**src/rtl/vlc_packer.sv**
```systemverilog
// N-channel MSB-first code merger and JPEG byte packer with 0xFF stuffing and a show-ahead byte FIFO.
// Optional statistics outputs (byte_count, stuff_count) are enabled by defining VLC_PACKER_STATS_EN.
module vlc_packer #(
  parameter int NCH        = 4,
  parameter int MAXLEN     = 32,
  parameter int FIFO_DEPTH = 64,
  parameter bit PAD_BIT    = 1'b1,
  localparam int LW  = $clog2(MAXLEN + 1),
  localparam int ACC = 2 * MAXLEN,
  localparam int CW  = $clog2(2 * MAXLEN + 1),
  localparam int AW  = $clog2(FIFO_DEPTH),
  localparam int LVW = AW + 1,
  localparam int WW  = MAXLEN + 7,
  localparam int IW  = NCH * (LW + MAXLEN + 1) + 1
) (
  input  logic                  clk,
  input  logic                  rst,
  input  logic [NCH*LW-1:0]     in_len,
  input  logic [NCH*MAXLEN-1:0] in_data,
  input  logic [NCH-1:0]        in_raw,
  input  logic                  in_align,
  output logic                  in_ready,
  output logic                  ready,
  input  logic                  dequeue,
  output logic [7:0]            jpeg,
  output logic [LVW-1:0]        level,
  output logic                  collision,
  output logic                  overflow,
  output logic                  misalign
`ifdef VLC_PACKER_STATS_EN
  ,
  output logic [31:0]           byte_count,
  output logic [15:0]           stuff_count
`endif
);

  // Accumulator is MSB-aligned: acc[ACC-1] is the next bit to leave; bits below cnt are zero.
  logic [ACC-1:0] acc, tag;
  logic [CW-1:0]  cnt;
  logic           stuff_pending;
  logic [7:0]     mem [FIFO_DEPTH];
  logic [AW-1:0]  wr_ptr, rd_ptr;
  logic           stall_q;
  logic [IW-1:0]  prev_in;

  logic [LW-1:0]     sel_len;
  logic [MAXLEN-1:0] sel_data;
  logic              sel_raw, found, multi, req, accept, raw_ok;
  logic [2:0]        pad;
  logic [CW-1:0]     new_len, rem, cnt_n;
  logic [WW-1:0]     len_mask, pad_mask, code_w, tag_w;
  logic [ACC-1:0]    code_l, tagl, base_acc, base_tag, acc_n, tag_n;
  logic              full, wr_en, rd_en, pop_bits, sp_n, in_ready_n, ovf_set;
  logic [7:0]        wr_byte;
  logic [LVW-1:0]    level_n;
  logic [IW-1:0]     cur_in;

  // NOTE: every combinational output gets a default first so no path can infer a latch.
  always_comb begin
    sel_len  = '0;
    sel_data = '0;
    sel_raw  = 1'b0;
    found    = 1'b0;
    multi    = 1'b0;
    for (int i = 0; i < NCH; i++) begin
      if (in_len[i*LW +: LW] != '0) begin
        if (found) begin
          multi = 1'b1;
        end else begin
          found    = 1'b1;
          sel_len  = in_len[i*LW +: LW];
          sel_data = in_data[i*MAXLEN +: MAXLEN];
          sel_raw  = in_raw[i];
        end
      end
    end
  end

  assign cur_in = {in_len, in_data, in_raw, in_align};
  assign req    = found || in_align;
  assign accept = in_ready && req;
  // A raw code keeps its tag only when it starts and ends on a byte boundary.
  assign raw_ok = sel_raw && (cnt[2:0] == 3'd0) && (sel_len[2:0] == 3'd0);
  // A request that changes while stalled was never held, so its predecessor is lost.
  assign ovf_set = !in_ready && req && stall_q && (cur_in != prev_in);

  always_comb begin
    pad      = in_align ? (3'd0 - (cnt[2:0] + sel_len[2:0])) : 3'd0;
    len_mask = ~({WW{1'b1}} << sel_len);
    pad_mask = ~({WW{1'b1}} << pad);
    code_w   = '0;
    tag_w    = '0;
    new_len  = '0;
    if (accept) begin
      new_len = CW'(sel_len) + CW'(pad);
      code_w  = ((WW'(sel_data) & len_mask) << pad) | (PAD_BIT ? pad_mask : '0);
      tag_w   = raw_ok ? (len_mask << pad) : '0;
    end
    code_l = {code_w, {(ACC-WW){1'b0}}} << (CW'(WW) - new_len);
    tagl   = {tag_w,  {(ACC-WW){1'b0}}} << (CW'(WW) - new_len);
  end

  always_comb begin
    full     = (level == LVW'(FIFO_DEPTH));
    wr_en    = 1'b0;
    wr_byte  = 8'h00;
    pop_bits = 1'b0;
    sp_n     = stuff_pending;
    if (!full) begin
      if (stuff_pending) begin
        wr_en = 1'b1;
        sp_n  = 1'b0;
      end else if (cnt >= CW'(8)) begin
        wr_en    = 1'b1;
        pop_bits = 1'b1;
        wr_byte  = acc[ACC-1 -: 8];
        if (acc[ACC-1 -: 8] == 8'hFF && !tag[ACC-1]) sp_n = 1'b1;
      end
    end
    base_acc   = pop_bits ? (acc << 8) : acc;
    base_tag   = pop_bits ? (tag << 8) : tag;
    rem        = pop_bits ? (cnt - CW'(8)) : cnt;
    acc_n      = base_acc | (code_l >> rem);
    tag_n      = base_tag | (tagl >> rem);
    cnt_n      = rem + new_len;
    rd_en      = dequeue && (level != '0);
    level_n    = level + LVW'(wr_en) - LVW'(rd_en);
    in_ready_n = (cnt_n <= CW'(ACC - WW)) && (level_n <= LVW'(FIFO_DEPTH - 2));
  end

  // NOTE: sequential state uses non-blocking assignments so every register samples pre-edge values.
  always_ff @(posedge clk) begin
    if (rst) begin
      acc           <= '0;
      tag           <= '0;
      cnt           <= '0;
      stuff_pending <= 1'b0;
      wr_ptr        <= '0;
      rd_ptr        <= '0;
      level         <= '0;
      in_ready      <= 1'b1;
      collision     <= 1'b0;
      overflow      <= 1'b0;
      misalign      <= 1'b0;
      stall_q       <= 1'b0;
      prev_in       <= '0;
    end else begin
      acc           <= acc_n;
      tag           <= tag_n;
      cnt           <= cnt_n;
      stuff_pending <= sp_n;
      level         <= level_n;
      in_ready      <= in_ready_n;
      stall_q       <= !in_ready && req;
      prev_in       <= cur_in;
      if (wr_en) wr_ptr <= wr_ptr + AW'(1);
      if (rd_en) rd_ptr <= rd_ptr + AW'(1);
      if (accept && multi) collision <= 1'b1;
      if (accept && sel_raw && !raw_ok) misalign <= 1'b1;
      if (ovf_set) overflow <= 1'b1;
    end
  end

  // NOTE: the byte storage is not reset; the pointers and level define what is valid.
  always_ff @(posedge clk) begin
    if (wr_en) mem[wr_ptr] <= wr_byte;
  end

  assign ready = (level != '0);
  assign jpeg  = ready ? mem[rd_ptr] : 8'h00;

`ifdef VLC_PACKER_STATS_EN
  logic frame_start;
  assign frame_start = accept && in_align && (cnt == '0);

  always_ff @(posedge clk) begin
    if (rst || frame_start) begin
      byte_count  <= '0;
      stuff_count <= '0;
    end else begin
      if (wr_en) byte_count <= byte_count + 32'd1;
      if (wr_en && stuff_pending && stuff_count != 16'hFFFF) stuff_count <= stuff_count + 16'd1;
    end
  end
`endif

endmodule
```
**config.mk**
```make
export PLATFORM = sky130hd
export DESIGN_NAME = vlc_packer
export DESIGN_NICKNAME = d
export VERILOG_FILES = /design/src/rtl/vlc_packer.sv
export SDC_FILE = /design/constraint.sdc
export NUM_CORES = 2
export LEC_CHECK = 0
export ABC_AREA = 1
export CORE_ASPECT_RATIO = 1.4
export CORE_MARGIN = 2
export CORE_UTILIZATION = 51
export DETAILED_ROUTE_END_ITERATION = 10
export PLACE_DENSITY = 0.7
export SYNTH_ARGS = -nofsm -noshare
export SYNTH_HDL_FRONTEND = slang
export SYNTH_SLANG_ARGS = --single-unit
```
**constraint.sdc**
```tcl
create_clock -name clk -period 7.76 [get_ports clk]
set_input_delay 1.94 -clock clk [delete_from_list [all_inputs] [get_ports clk]]
set_output_delay 1.94 -clock clk [all_outputs]
set_load 0.005 [all_outputs]
```
==> impl_metrics.ini <==
[sta]
setup_viol = 0
rsz0062_at_grt = false
slew_violations = 0
tightest_slew_ns = 1.06
tns_ns = 0
relSlewSlack_pct = 28.8
hold_ws_ns = 0.463
fin_crit_sh_pct = 91.2
period_needed_ns = 7.08
fmax_ghz = 0.141
final-hold-violation-count = 0
fin_skew_ns = 0.0181

[setup_path]
path_class = in -> reg
cp_data_arrival_time_ns = 7.64
start_kind = input pin
max_stage_delay_ns = 0.53
cp.required_ns = 8.32
cp-startpoint = in_len[11]
critPathMaxFanout = 15
endpoint_kind = register
crit_top_cell = nand3_1
reg2reg_from = cnt[0]$_SDFF_PP0_
cp_slowest_cell = ha_1

[clocking]
clockBufferDepth = 3
hold_buffers = 0
cts_resized = 0
cts_root_buf = clkbuf_16
cts_tree = built
clk_latency_ns = 0.64
cts.clk_slew.worst_paths_ns = 0.06
ctsHtreeMaxLevel = 3
clkSinkCount = 779
cts_buffers = 75
postCtsSetupRepairBufs = 0

[floorplanning]
dieArea_um2 = 81600
dieHeight_um = 337
coreArea_um2 = 78800
die_w_um = 242
start_util_pct = 51.3
ios = 180
rows = 122

[synthesis]
synth_cell_types = 60
synthesis.nets = 4855
synth_warnings = 0
async_flop_share_pct = 0
ys_dominant_reg_cell = edfxtp_1
synth_cells = 4670
synth-seq-area-share_pct = 51.2
syn_area_um2 = 40400
synth_area_per_cell_um2 = 8.66
synth_edf_count = 512
ys_ff_latch = 779

[job]
maxCapViolCount = 0

[final_layout]
nNetsFinal = 4910
drive_gt1_share_pct = 7.15
fin_area_um2 = 45600
multi_input_area_um2 = 17400
register_area_um2 = 20700
final_common_cell = nand3_1
final_cell_mix = nand3_1 (940), nor2_1 (614), nand2_1 (516)
area_delta_synth_final_pct = 12.8
fill_cells = 7015

[placed_design]
placed_area_um2 = 43100
gp_congestion = 0.979
dp_hpwl_mm = 89.9
io_buffer_count = 179

[grt]
global_route.usage.total_pct = 30.9
overflow = 0
antenna_found_initial = 7
grt_pass1_wl_mm = 195
grt_pass1_vias = 33561
grt_max_degree = 131

[route]
ant_nets = 0
wirelength_mm = 128
wire_per_inst_um = 21.9
route.detailed.drc = 0
num_vias = 34899
via_per_inst = 5.97
firstDrtPassIters = 8
drt_iter0_markers = 3560

[worst_hold_path]
hp-start = tag[7]$_SDFF_PP0_
min-delay-path-class = reg -> reg

[pwr]
leakagePower_nw = 17.3
p_total_mw = 18.1
power_density_nw_per_um2 = 396
peakVddDrop_uv = 430

[status]
outcome = complete, no violations
-- cell families after synthesis --
kind of cell / count (synthesis) / share of synthesized area (%)
buffers and inverters: 603 / 6.11
xor gates and xnor gates: 168 / 3.64
muxes: 26 / 0.644
adders and majority gates: 25 / 0.811
DFF: 779 / 51.2
AOI/OAI and AO/OA: 741 / 10.9
and+or+nand+nor: 2328 / 26.6
-- routing by layer --
metal	global-route usage (%)	routed length, um
met5	0	12
met4	17.9	7980
met3	4.12	7830
met2	54.5	63700
met1	36.1	48400
-- registers in the layout, indices dropped and copies added (netlist names), named ones only --
signal / cells
stuff_pending: 1
level: 7
tag: 8
rd_ptr: 6
mem: 512
misalign: 1
acc: 64
collision: 1
in_ready: 1
stall_q: 1
cnt: 7
wr_ptr: 6
prev_in: 157
overflow: 1
-- critical path, delay by kind of cell --
family	cells	cell delay [ns]
AND/OR/NAND/NOR	19	3.06
adder cells (fa/ha/maj)	4	1.25
buffers and inverters	4	1.04
XOR/XNOR	2	0.24
AO/OA/AOI/OAI	1	0.11
-- cells in the mapped netlist (26+ instances only) --
cell      instances  area (um2)
a31oi_1          36         225
nand3_1         941        4710
buf_2            53         265
o221ai_1        104         911
xnor2_1          70         613
nand4_1         110         688
o22ai_1          48         300
buf_1            39         146
dfxtp_1         267        5350
nor4_1           27         169
inv_1           269        1010
o21ai_1          37         185
nor2_1          625        2350
mux2i_1          26         260
nand2_1         516        1940
inv_2            27         101
xor2_1           98         858
a21oi_1          94         470
clkbuf_1        180         676
edfxtp_1        512       15400
o21ai_0         355        1780
-- final timing paths --
| path | to | slack [ns] | depth (start not counted) |
|---|---|---|---|
| worst max register to register | acc[15]$_SDFF_PP0_ | 2.45 | 26 |
| worst min-delay path | tag[7]$_SDFF_PP0_ | 0.46 | 2 |
| worst max-delay path | acc[15]$_SDFF_PP0_ | 0.68 | 30 |
| worst min register to register | tag[7]$_SDFF_PP0_ | 0.46 | 2 |
-- cell type report --
class,instances,area share [%]
Antenna cell,6,0.0329
Tap cell,1054,2.89
Sequential cell,779,45.4
Clock inverter,28,0.801
Timing Repair Buffer,276,5.59
Inverter,305,2.52
Multi-Input combinational cell,3288,38.1
Clock buffer,106,4.64
-- power breakdown --
group	switching [mW]	internal (mW)	leakage, nW
Combinational	6.44	2.79	9.12
Clock	1.59	2.15	1.22
Sequential	0.157	4.94	6.93
Total	8.19	9.88	17.3
-- per-stage QoR --
step / cells / setup slack (ns) / util [%]
final: 5842 / 0.681 / 57.9
after global routing: 5842 / 0.231 / 57.9
after CTS: 5836 / 0.744 / 57.9
after detailed placement: 5702 / 0.0974 / 54.7
after global placement: 5702 / 0.184 / 54.7
after floorplan: 4670 / 0.581 / -
No activity file was read; power rests on OpenSTA's default activity.
